File: config.mk
export PLATFORM = sky130hd
export DESIGN_NAME = audio_i2s_tx
export DESIGN_NICKNAME = d
export VERILOG_FILES = /design/src/rtl/audio_i2s_tx.sv
export SDC_FILE = /design/constraint.sdc
export NUM_CORES = 1
export LEC_CHECK = 0
export ABC_AREA = 1
export ABC_CLOCK_PERIOD_IN_PS = 4600
export CAP_MARGIN = 15
export CELL_PAD_IN_SITES_DETAIL_PLACEMENT = 0
export CELL_PAD_IN_SITES_GLOBAL_PLACEMENT = 1
export CORE_ASPECT_RATIO = 0.5
export CORE_MARGIN = 1.5
export CORE_UTILIZATION = 44
export CTS_CLUSTER_DIAMETER = 100
export CTS_CLUSTER_SIZE = 30
export DETAILED_ROUTE_END_ITERATION = 8
export GPL_ROUTABILITY_DRIVEN = 1
export GPL_TIMING_DRIVEN = 0
export HOLD_SLACK_MARGIN = 0.12
export MAX_ROUTING_LAYER = met4
export PLACE_DENSITY = 0.84
export SETUP_SLACK_MARGIN = 0.1
export SLEW_MARGIN = 25
export SYNTH_ARGS = -nofsm -noshare
export SYNTH_HDL_FRONTEND = slang
export SYNTH_SLANG_ARGS = --single-unit
File: constraint.sdc
create_clock -name clk -period 4.6 [get_ports clk]
set_input_delay 0.46 -clock clk [delete_from_list [all_inputs] [get_ports clk]]
set_output_delay 0.46 -clock clk [all_outputs]
set_load 0.01 [all_outputs]
File: src/rtl/audio_i2s_tx.sv
// audio_i2s_tx: mono 24-bit sample to I2S serializer.
// One sample per 64-BCLK frame (two 32-bit slots). The same word is sent on the left
// and right slots. A one-entry input buffer decouples the FIR strobe from the frame
// boundary. Sticky flags report when a sample was overwritten (overrun) or when a
// frame started with no fresh sample (underrun).
module audio_i2s_tx #(
    parameter int unsigned BCLK_HALF = 8
) (
    input  logic        clk,
    input  logic        reset,
    input  logic [23:0] sample_in,
    input  logic        sample_valid,
    input  logic        clr_flags,
    output logic        bclk,
    output logic        lrclk,
    output logic        sdata,
    output logic        frame_start,
    output logic        overrun,
    output logic        underrun
);

    // BCLK_HALF >= 2 keeps the prescaler at least one bit wide and gives the codec
    // a full clk cycle of setup before each rise.
    localparam int unsigned DivW = (BCLK_HALF > 1) ? $clog2(BCLK_HALF) : 1;
    localparam logic [DivW-1:0] DivLast = DivW'(BCLK_HALF - 1);

    if (BCLK_HALF < 2) begin : g_bad_param
        $error("audio_i2s_tx: BCLK_HALF must be at least 2");
    end

    // Prescaler and BCLK phase.
    logic [DivW-1:0] div_cnt;
    logic            div_tc;
    logic            fall_ev;

    // Slot counter: 0..31 left slot, 32..63 right slot.
    logic [5:0]      k;
    logic [5:0]      k_next;
    logic [4:0]      slot_pos;
    logic [4:0]      bit_idx;
    logic            sdata_next;

    // Sample storage.
    logic [23:0]     active;
    logic [23:0]     pending;
    logic            full;
    logic            load;

    logic [23:0]     active_d;
    logic [23:0]     pending_d;
    logic            full_d;
    logic            overrun_d;
    logic            underrun_d;

    assign div_tc  = (div_cnt == DivLast);
    // bclk is about to toggle from 1 to 0.
    assign fall_ev = div_tc & bclk;
    assign k_next  = k + 6'd1;
    // Frame boundary: the fall event that wraps the slot counter to 0.
    assign load    = fall_ev & (k_next == 6'd0);

    assign frame_start = load;

    // Bit position within the slot that the next fall will launch.
    assign slot_pos = k_next[4:0];
    assign bit_idx  = 5'd24 - slot_pos;

    // Slot bit 0 is the I2S one-BCLK delay, bits 1..24 carry the word MSB first,
    // bits 25..31 are padding zeros.
    always_comb begin
        sdata_next = 1'b0;
        if (slot_pos >= 5'd1 && slot_pos <= 5'd24) begin
            sdata_next = active[bit_idx];
        end
    end

    // Prescaler: divide clk down to the half-period of BCLK and toggle bclk on wrap.
    always_ff @(posedge clk or posedge reset) begin
        if (reset) begin
            div_cnt <= '0;
            bclk    <= 1'b0;
        end else if (div_tc) begin
            div_cnt <= '0;
            bclk    <= ~bclk;
        end else begin
            div_cnt <= div_cnt + DivW'(1);
        end
    end

    // Slot counter and serial outputs, all launched on the bclk fall.
    always_ff @(posedge clk or posedge reset) begin
        if (reset) begin
            k     <= 6'd63;
            lrclk <= 1'b0;
            sdata <= 1'b0;
        end else if (fall_ev) begin
            k     <= k_next;
            lrclk <= k_next[5];
            sdata <= sdata_next;
        end
    end

    // Next-state of the input buffer, the active word and the sticky flags.
    always_comb begin
        active_d   = active;
        pending_d  = pending;
        full_d     = full;
        overrun_d  = overrun;
        underrun_d = underrun;

        // Clear first so that a set condition in the same cycle wins.
        if (clr_flags) begin
            overrun_d  = 1'b0;
            underrun_d = 1'b0;
        end

        // The load sees the buffer as it was before this cycle's strobe.
        if (load) begin
            if (full) begin
                active_d = pending;
                full_d   = 1'b0;
            end else begin
                underrun_d = 1'b1;
            end
        end

        // A strobe on a load cycle refills the slot the load just drained, so it
        // is never an overrun.
        if (sample_valid) begin
            if (full && !load) begin
                overrun_d = 1'b1;
            end
            pending_d = sample_in;
            full_d    = 1'b1;
        end
    end

    // Sample buffer and sticky flag registers.
    always_ff @(posedge clk or posedge reset) begin
        if (reset) begin
            active   <= '0;
            pending  <= '0;
            full     <= 1'b0;
            overrun  <= 1'b0;
            underrun <= 1'b0;
        end else begin
            active   <= active_d;
            pending  <= pending_d;
            full     <= full_d;
            overrun  <= overrun_d;
            underrun <= underrun_d;
        end
    end

endmodule

Yosys cells after proc, flatten, opt, wreduce, memory -nomap -nowiden
Cells that the tools add are included.
{ "op_classes": {"n_lt_le_gt_ge": 3, "bitwise": 3, "addsub": 3, "reduce_logical": 6, "mux": 12, "n_eq_ne": 1} }
{ "ops": {"columns": ["operator", "count"], "rows": [
  ["two-way mux 1 bit", 10],
  ["adder 6 x 1 -> 6 bit (second input constant)", 1],
  ["zero test 6 bit", 1],
  ["less-than comparator 5 x 6 -> 1 bit (second input constant)", 1],
  ["binary-select mux 1 bit (select 5 bit)", 1],
  [">= comparator 5 x 1 -> 1 bit (second input constant)", 1],
  ["less-or-equal comparator 5 bit (second input constant)", 1],
  ["subtractor 5 bit (first input constant)", 1],
  ["adder 3 x 1 -> 3 bit (second input constant)", 1],
  ["== test 3 bit (second input constant)", 1],
  ["two-way mux 3 bit", 1],
  ["bitwise AND 1 bit", 2],
  ["logical AND 1 bit", 2],
  ["AND reduction 2 bit", 1],
  ["nonzero test 2 bit", 1],
  ["zero test 1 bit", 1],
  ["NOT 1 bit", 1]
]} }
{ "totals": {"word_cells": 38, "regBits": 63} }

Logic depth before layout (Yosys ltp)
Gate-level depths: netlist of the first run.
{ "depth": {"depth_word": 7, "depth_mapped": 11} }

Worst setup path after synthesis of the first run
Ideal clock, no wire load.
{ "synth_path": {"kind": "reg2out", "startpoint": "register k[1]", "endpoint": "output frame_start", "path_stages_with_launch": 9, "required_ns": 4.140, "slack_ns": 2.792, "n_path_buf": 0, "arrival_time_ns": 1.348, "cell_sequence": "dfstp_2 -> ha_1 -> nand3_2 -> xor2_1 -> clkinv_1 -> nand2_1 -> nor2_2 -> nand2_1 -> inv_1"} }
{ "synth_via": {"elab_chain_len": 3} }
{ "synth_lines": {"columns": ["element", "line_no", "text"], "rows": [
  ["start: declaration", "37", "logic [5:0] k;"],
  ["start signal: assignment", "97", "k <= k_next;"],
  ["adder 6 x 1 -> 6 bit", "58", "assign k_next = k + 6'd1;"],
  ["zero test 6 bit", "60", "assign load = fall_ev & (k_next == 6'd0);"],
  ["bitwise AND 1 bit", "60", null],
  ["end: declaration", "17", "output logic frame_start,"]
]} }
No other way between the ends.

Final worst setup path of the first run
Same ends and word-level chain as after synthesis.

==> results of run 1 <==
==> routing by layer <==
layer | routed length, µm | GRT usage [%] | vias to the layer above
met4 | 25 | 7.75 | 0
met3 | 237 | 6.09 | 4
met2 | 2630 | 30.2 | 49
met5 | 0 | - | -
met1 | 2980 | 26.0 | 1059
li1 | - | - | 1152
==> kinds of logic after synthesis <==
kind of cell / after synthesis / share of synthesized area, %
AOI/OAI and AO/OA: 58 / 10.7
xor gates and xnor gates: 3 / 0.921
adders and majority gates: 4 / 1.75
buffers and inverters: 65 / 9.65
DFF: 63 / 55.5
and+or+nand+nor: 154 / 21.4
==> flip-flops by register name (all words and copies together) (netlist names), 3 cells and up <==
name / cells
pending: 24
div_cnt: 3
k: 6
active: 24
==> critical path, delay by kind of cell (launching register included) <==
family	cells	cell delay, ns
XOR/XNOR	1	0.16
adder cells (fa/ha/maj)	1	0.25
buffers and inverters	3	0.65
flip-flops	1	0.57
AND/OR/NAND/NOR	4	0.35
==> where the power goes <==
group	internal (W)	leakage, nW	switching (W)	total [W]
Combinational	0.0000318	0.818	0.0000387	0.0000705
Sequential	0.000574	0.802	0.00000500	0.000579
Clock	0.000432	0.138	0.000239	0.000672
==> layout by cell type (no fill, tap or decap), drive strengths merged <==
| cell | count |
|---|---|
| clkinvlp | 3 |
| inv | 51 |
| buf | 7 |
| ha | 4 |
| nand2 | 123 |
| xor2 | 3 |
| nand4 | 2 |
| nand3 | 7 |
| clkbuf | 18 |
| dfstp | 6 |
| nor2 | 22 |
| clkinv | 2 |
| bufinv | 1 |
| a21oi | 2 |
| clkdlybuf4s50 | 32 |
| dfrtp | 57 |
| o21ai | 56 |
==> worst paths after layout <==
path                                to  startpoint
max                        frame_start        k[1]
min                         div_cnt[1]       reset
max reg2reg                  active[5]        k[1]
min reg2reg                 div_cnt[0]  div_cnt[0]
max in group asynchronous         k[2]       reset
min in group clk            div_cnt[0]  div_cnt[0]
==> layout make-up <==
| type | instances | area (µm²) |
|---|---|---|
| Clock buffer | 11 | 243 |
| Inverter | 52 | 198 |
| Fill cell | 582 | 2550 |
| Tap cell | 88 | 110 |
| Clock inverter | 5 | 57.6 |
| Multi-Input combinational cell | 219 | 993 |
| Buffer | 13 | 80.1 |
| Timing Repair Buffer | 33 | 340 |
| Sequential cell | 63 | 1580 |
==> stage by stage <==
stage / util [%] / hold slack (ns)
2_1_floorplan: - / 0.410
3_3_place_gp: 53.3 / 0.419
3_5_place_dp: 53.7 / 0.433
4_1_cts: 58.6 / 0.421
5_1_grt: 58.6 / 0.447
6_report: 58.6 / 0.414
==> reports/qor.txt, run 1 <==
Die Height: 59.9 µm
Worst slew margin: 65.5%
Yosys warning count: 0
Pleak: 1.76 nW
clock-pin slew on the worst setup and hold paths: 0.05 ns
Die X: 117 µm
Final Skew: 0.00370 ns
# Post-CTS Setup Buffers: 0
Nets: 423
top post-synthesis cells by area: dfrtp_1 50%, nand2_1 16%, inv_1 6.6%
drt pass-1 iters: 4
setup tns final: 0 ns
crit path DAT: 2.31 ns
crit share post-route: 60.1%
Clock Tree Root: clkbuf_16
number of synthesized flops with an enable pin: 0
n_diodes: 0
Tmin final: 2.77 ns
f_max: 362 MHz
HP Class: in2async
Layout area overhead: 26.4%
cts hold-fix bufs: 0
Worst Path Max Fanout: 5
VDD IR-drop max: 0.222 mV
number of placed cells counting well taps: 468
crit-path max cell delay: 0.57 ns
number of global-route vias before repair: 2,125
die area: 7000 µm²
worst-case clock buffer depth: 2
slowest CP cell: dfstp_2
CP Class: reg2out
Non-Filler Instances: 484
CP Cell Sequence: ha_1 > nand3_2 > xor2_1 > clkinv_1 > nand2_1 > nor2_2 > nand2_1 > inv_1 > clkdlybuf4s50_1
fin area: 3610 µm²
global-route wire length before repair: 9890 µm
# IOs: 34
post-DP HPWL: 4220 µm
pre-CTS setup slack: 2.19 ns
Syn Inst Count: 347
post-route ant nets: 0
antenna violations before repair: 0
most frequent cell after synthesis: nand2_1
Final setup viols: 0
Seq cells post-synth: 63
worst setup margin: 1.83 ns
Seq/Total Area, Yosys: 55.5%
CTS buffer count: 9
reg2reg path depth: 9
via count: 2,264
maxcap violations: 0
total grt overflow: 0
Starting Density: 46.3%
CP required: 4.14 ns
GPL Wtd Cong: 0.847
Final Hold Vio Count: 0
final total power: 0.00132 W
final max-slew violation count: 0
status: complete, no violations
synthesized area per cell: 8.22 µm²
top cell type's share of synthesized area: 50.0%
ys flop type: dfrtp_1
CTS resizes: 0
pwr dens: 367 nW/µm²
IO buf count: 32
Post-DP Area: 3310 µm²
Post-Route WL: 5880 µm
CTS tree: yes
layout cells sized above 1: 9.85%
Worst R2R Setup Slack: 2.56 ns
RSZ-0062 raised after global routing: false
clock sink total: 63
core area: 6160 µm²
Residual DRC: 0
DRT iter0 DRCs: 130
average wire per standard cell: 12.1 µm
top cells by count, synth: 123 x nand2_1, 57 x dfrtp_1, 50 x inv_1
routed vias/inst: 4.68
Yosys top cell by area: dfrtp_1
Worst-Skew Late Latency: 0.33 ns
num rows: 20
Post-Syn Area: 2850 µm²
Synth cell types: 21
Setup crit start kind: register
Tot GR Track Use: 20.2%
pin count of the biggest net entering global routing: 48
fraction of registers with async set/reset: 100%
Synth Net Count: 379
Worst Max-Slew Pin Slew: 0.517 ns
CTS H-tree depth: 3
Top cell by count, worst path: nand2_1
Setup crit end kind: output pin
(Power assumes the default switching activity.)
==> run 2: changes to the inputs <==
ABC_CLOCK_PERIOD_IN_PS = 2650   (was 4600)
CORE_UTILIZATION = 41   (was 44)
PLACE_DENSITY = 0.79   (was 0.84)
clock period = 2.65 ns   (was 4.6 ns; I/O delays follow)
==> run 2 against run 1 <==
Compared with the run above: core utilization shrank 4.0 points; critical path type unchanged; clock skew grew 0.0044 ns; combinational power grew 72%; largest cell class unchanged; highest routed layer unchanged; total power grew 73%; setup slack lost 1.4 ns; largest power group unchanged.
==> reports/qor.txt, run 2 (same netlist as run 1, synthesis figures left out) <==
Largest regs: active: 24 flops, pending: 24 flops, k: 6 flops
met2 usage: 26.4% (-3.9 points)
IO buf count: 32 (unchanged)
CTS buffer count: 9 (unchanged)
crit share post-route: 82.1%
final total power: 0.00228 W (+73%)
Final Hold Vio Count: 0 (unchanged)
VDD IR-drop max: 0.307 mV (+38%)
most frequent cells in the layout: 123 x nand2_1, 57 x dfrtp_1, 49 x inv_1
global-route wire length before repair: 9560 µm (-3.3%)
Worst Path Max Fanout: 10 (+5)
drt pass-1 iters: 4 (unchanged)
Seq. cell area: 1580 µm² (unchanged)
f_max: 460 MHz
cts hold-fix bufs: 0 (unchanged)
RSZ-0062 raised after global routing: false
die area: 7500 µm² (+7.0%)
Residual DRC: 0 (unchanged)
fill count: 632 (+8.6%)
setup tns final: 0 ns (unchanged)
core area: 6700 µm² (+8.8%)
Nets: 425 (+0.47%)
antenna violations before repair: 0 (unchanged)
CP Class: reg2out
Core Util, Final: 54.6% (-4.0 points)
total grt overflow: 0 (unchanged)
via count: 2,252 (-0.53%)
number of global-route vias before repair: 2,032 (-4.4%)
crit path DAT: 1.91 ns (-0.40 ns)
Worst-Skew Late Latency: 0.33 ns (about the same)
n_diodes: 0 (unchanged)
Clock Tree Root: clkbuf_16
Die X: 121 µm (+3.5%)
met1 Track Usage GR: 23.1% (-2.9 points)
Final setup viols: 0 (unchanged)
routed vias/inst: 4.60 (-1.7%)
Die Height: 62.0 µm (+3.4%)
clock-pin slew on the worst setup and hold paths: 0.05 ns (about the same)
Final Skew: 0.00806 ns (+0.00437 ns)
maxcap violations: 0 (unchanged)
pin count of the biggest net entering global routing: 50 (+4.2%)
area of the multi-input gates: 1010 µm² (+2.0%)
final max-slew violation count: 0 (unchanged)
Tot GR Track Use: 17.6% (-2.5 points)
Pleak: 1.80 nW (+2.3%)
Post-Route WL: 5870 µm (-0.19%)
CTS tree: yes
status: complete, no violations
pwr dens: 624 nW/µm² (+70%)
GPL Wtd Cong: 0.767 (-9.5%)
Starting Density: 42.6% (-3.8 points)
CP required: 2.38 ns (-1.76 ns)
clock sink total: 63 (unchanged)
Worst slew margin: 66.8% (+1.3 points)
met3 Track Usage GR: 5.38% (-0.70 points)
global routing's busiest layer: met2
most common cell after layout, fill and taps aside: nand2_1
worst-case clock buffer depth: 2 (unchanged)
post-DP HPWL: 4200 µm (-0.43%)
layout cells sized above 1: 11.1% (+1.2 points)
Worst Max-Slew Pin Slew: 0.497 ns (-0.0200 ns)
Layout area overhead: 28.2%
HP Class: in2async
DRT iter0 DRCs: 116 (-11%)
Setup crit start kind: register
num rows: 21 (+5.0%)
Tmin final: 2.18 ns
CTS H-tree depth: 3 (unchanged)
Setup crit end kind: output pin
# IOs: 34 (unchanged)
post-route ant nets: 0 (unchanged)
average wire per standard cell: 12.0 µm (-1.4%)
## run 2: critical path: stages (launching register included)
cell and delay [ns]:
dfstp_2 0.57, buf_6 0.16, nand3_2 0.12, nor2_2 0.11
xor2_1 0.22, nor2_2 0.08, nand2_1 0.10, inv_1 0.05
dlymetal6s2s_1 0.16
## run 2: power breakdown
group	internal [W]	switching, W
Clock	0.000728	0.000431
Sequential	0.000997	0.00000840
Combinational	0.0000563	0.0000648
## run 2: metal layers
metal / wire length, µm / vias to the layer above
met2: 2520 / 42
li1: - / 1158
met5: 0 / -
met3: 217 / 7
met4: 63 / 0
met1: 3070 / 1045
## run 2: path summary, 6_finish.rpt
check                             start           to  slack [ns]  depth (start not counted)
min reg2reg                  div_cnt[0]   div_cnt[0]        0.43                          1
max reg2reg                        k[0]    active[8]        0.62                          8
min in group clk           sample_valid   pending[4]        0.31                          2
min                               reset         bclk        0.22                          2
max in group asynchronous         reset         k[1]        1.89                          3
max                                k[0]  frame_start        0.47                          8
## run 2: final cells by class
class,instances,area share [%]
well taps,92,3.15
clock inverters,7,2.02
flip-flops and latches,63,43.3
clock buffers,9,6.16
repair buffers,35,9.99
plain buffers,13,2.29
inverters,52,5.40
multi-input cells,219,27.7
## run 2: timing repair
action,4_1_cts,5_1_grt
cloned,0,0
resized for setup,3,3
endpoints found under the setup margin,1,1
buffers inserted,0,2
## run 2: metrics by stage
step	instance area (µm²)	setup WS (ns)	std cells	hold WS, ns
2_1_floorplan	2850	0.825	347	0.382
3_3_place_gp	3290	-0.168	471	0.419
3_5_place_dp	3320	0.409	472	0.431
4_1_cts	3630	0.109	488	0.218
5_1_grt	3660	0.341	490	0.226
6_report	3660	0.474	490	0.216
==> run 3: changes to the inputs <==
ABC_CLOCK_PERIOD_IN_PS = 1830   (was 2650)
CORE_UTILIZATION = 37   (was 41)
PLACE_DENSITY = 0.76   (was 0.79)
clock period = 1.83 ns   (was 2.65 ns; I/O delays follow)
==> run 3 against run 2 <==
Compared with the run above: the run now ends with setup timing left; non-clock buffer count increased by 18; sequential power increased by 46%; cell count increased by 4.5%; core utilization is 0.60 points higher.
==> reports/qor.txt, run 3 (same netlist as run 1, synthesis figures left out) <==
clock sink total: 63 (unchanged)
met3 Track Usage GR: 4.80% (-0.58 points)
crit share post-route: 105%
die area: 8280 µm² (+10%)
CTS tree: yes
Largest regs: active: 24 flops, pending: 24 flops, k: 6 flops
Setup crit end kind: output pin
IO buf count: 32 (unchanged)
n_diodes: 0 (unchanged)
worst-case clock buffer depth: 2 (unchanged)
worst reg2reg endpoint: active[11]
Flop pwr share: 45.2% (+1.2 points)
Tmin final: 1.92 ns
pin count of the biggest net entering global routing: 30 (-40%)
pwr dens: 789 nW/µm² (+26%)
antenna violations before repair: 0 (unchanged)
Worst Path Max Fanout: 3 (-7)
worst setup path end: frame_start
reg2reg path depth: 11 (+3)
worst setup margin: -0.0918 ns (-0.565 ns)
routed vias/inst: 4.63 (+0.63%)
global-route wire length before repair: 10,900 µm (+14%)
Core Util, Final: 55.2% (+0.60 points)
Clock Power Share: 49.1% (-1.6 points)
Die X: 127 µm (+5.1%)
met1 Track Usage GR: 23.4% (+0.28 points)
Final Hold Vio Count: 0 (unchanged)
met2 usage: 27.9% (+1.5 points)
NetSw: 0.000683 W (+35%)
global routing's busiest layer: met2
CP Class: reg2out
most common cell after layout, fill and taps aside: nand2_1
DRT iter0 DRCs: 70 (-40%)
worst r2r src: k[1]
Nets: 444 (+4.5%)
HP Class: in2async
RSZ-0062 raised after global routing: true
most frequent cells in the layout: 93 x nand2_1, 57 x dfrtp_1, 46 x inv_1
final hold slack: 0.206 ns (-0.00960 ns)
drt pass-1 iters: 5 (+1)
Worst slew margin: 64.5% (-2.4 points)
clock-pin slew on the worst setup and hold paths: 0.05 ns (about the same)
violated checks: setup timing
final max-slew violation count: 0 (unchanged)
Final setup viols: 24 (+24)
CP Launch Point: k[1]
# IOs: 34 (unchanged)
post-route ant nets: 0 (unchanged)
CTS H-tree depth: 3 (unchanged)
Tot GR Track Use: 18.0% (+0.41 points)
Clock Tree Root: clkbuf_16
total grt overflow: 0 (unchanged)
Net Sw Frac: 21.2% (-0.90 points)
fill count: 665 (+5.2%)
GPL Wtd Cong: 0.844 (+10%)
Worst-Skew Late Latency: 0.33 ns (about the same)
status: finished with violations
Internal Power: 0.00254 W (+43%)
CP required: 1.65 ns (-0.73 ns)
f_max: 520 MHz
Pleak: 1.97 nW (+9.5%)
average wire per standard cell: 12.9 µm (+8.1%)
Combinational Power Share: 5.7% (+0.4 points)
Starting Density: 38.5% (-4.1 points)
Residual DRC: 0 (unchanged)
CTS buffer count: 9 (unchanged)
core area: 7400 µm² (+11%)
via count: 2,368 (+5.2%)
Worst R2R Setup Slack: -0.03 ns (-0.65 ns)
maxcap violations: 0 (unchanged)
VDD IR-drop max: 0.403 mV (+31%)
Die Height: 65.1 µm (+5.0%)
Setup crit start kind: register
number of global-route vias before repair: 2,282 (+12%)
post-DP HPWL: 4370 µm (+4.1%)
layout cells sized above 1: 25.0% (+14 points)
Post-Route WL: 6630 µm (+13%)
Worst Max-Slew Pin Slew: 0.533 ns (+0.0357 ns)
num rows: 22 (+4.8%)
Layout area overhead: 43.3%
Final Skew: 0.00402 ns (-0.00404 ns)
crit path DAT: 1.74 ns (-0.17 ns)
run 3: metrics by stage:
stage	setup TNS [ns]	worst slack (ns)	cell area (µm²)	instances	power, W
final	-0.553	-0.0918	4090	512	0.00323
after global routing	-2.48	-0.156	4090	512	0.00334
after CTS	-0.801	-0.151	3970	508	0.00326
after detailed placement	-2.92	-0.303	3360	477	0.00167
after global placement	-2.43	-0.285	3310	475	0.00165
after floorplan	0	0.117	2870	347	0.00156
run 3: worst min path at each step:
stage                             end  slack, ns  cells past startpoint
after floorplan           pending[13]       0.30                      2
after global placement     div_cnt[0]       0.42                      1
after detailed placement   div_cnt[0]       0.45                      1
after CTS                  div_cnt[1]       0.23                      2
after global routing       div_cnt[1]       0.26                      2
final                      div_cnt[1]       0.21                      2
run 3: per-layer routing:
metal  vias to the layer above  part of all wire (%)
li1                       1194                     -
met4                         0                   1.4
met1                      1100                    48
met5                         -                     0
met2                        63                    46
met3                        11                   4.9
run 3: critical path, cell delays in order (launching register included):
cell,delay (ns)
dfstp_2,0.57
buf_6,0.12
nand3_4,0.09
nor2_4,0.11
xor2_2,0.22
nor2_4,0.07
nand2_2,0.08
inv_2,0.04
buf_6,0.11
run 3: layout make-up:
| cell class | count | area, µm² | share of cell area [%] |
|---|---|---|---|
| Inverter | 52 | 204 | 4.99 |
| Buffer | 13 | 119 | 2.91 |
| Clock inverter | 3 | 17.5 | 0.429 |
| Timing Repair Buffer | 53 | 578 | 14.1 |
| Sequential cell | 63 | 1580 | 38.8 |
| Tap cell | 96 | 120 | 2.94 |
| Multi-Input combinational cell | 220 | 1200 | 29.3 |
| Clock buffer | 12 | 267 | 6.52 |
run 3: power groups by stage:
stage / Sequential, W / Combinational, W / Clock (W)
2_1_floorplan: 0.00148 / 0.0000847 / 0
3_5_place_dp: 0.00148 / 0.000187 / 0
5_1_grt: 0.00146 / 0.000212 / 0.00167
4_1_cts: 0.00146 / 0.000188 / 0.00161
3_3_place_gp: 0.00148 / 0.000167 / 0
6_report: 0.00146 / 0.000183 / 0.00159
run 3: timing repair:
action                     in CTS  in global routing
pin swaps                       7                 11
hold buffers                    0                  0
setup endpoints to repair      29                 29
resized for setup              59                 25
buffers inserted               14                  4
gates cloned                    2                  1
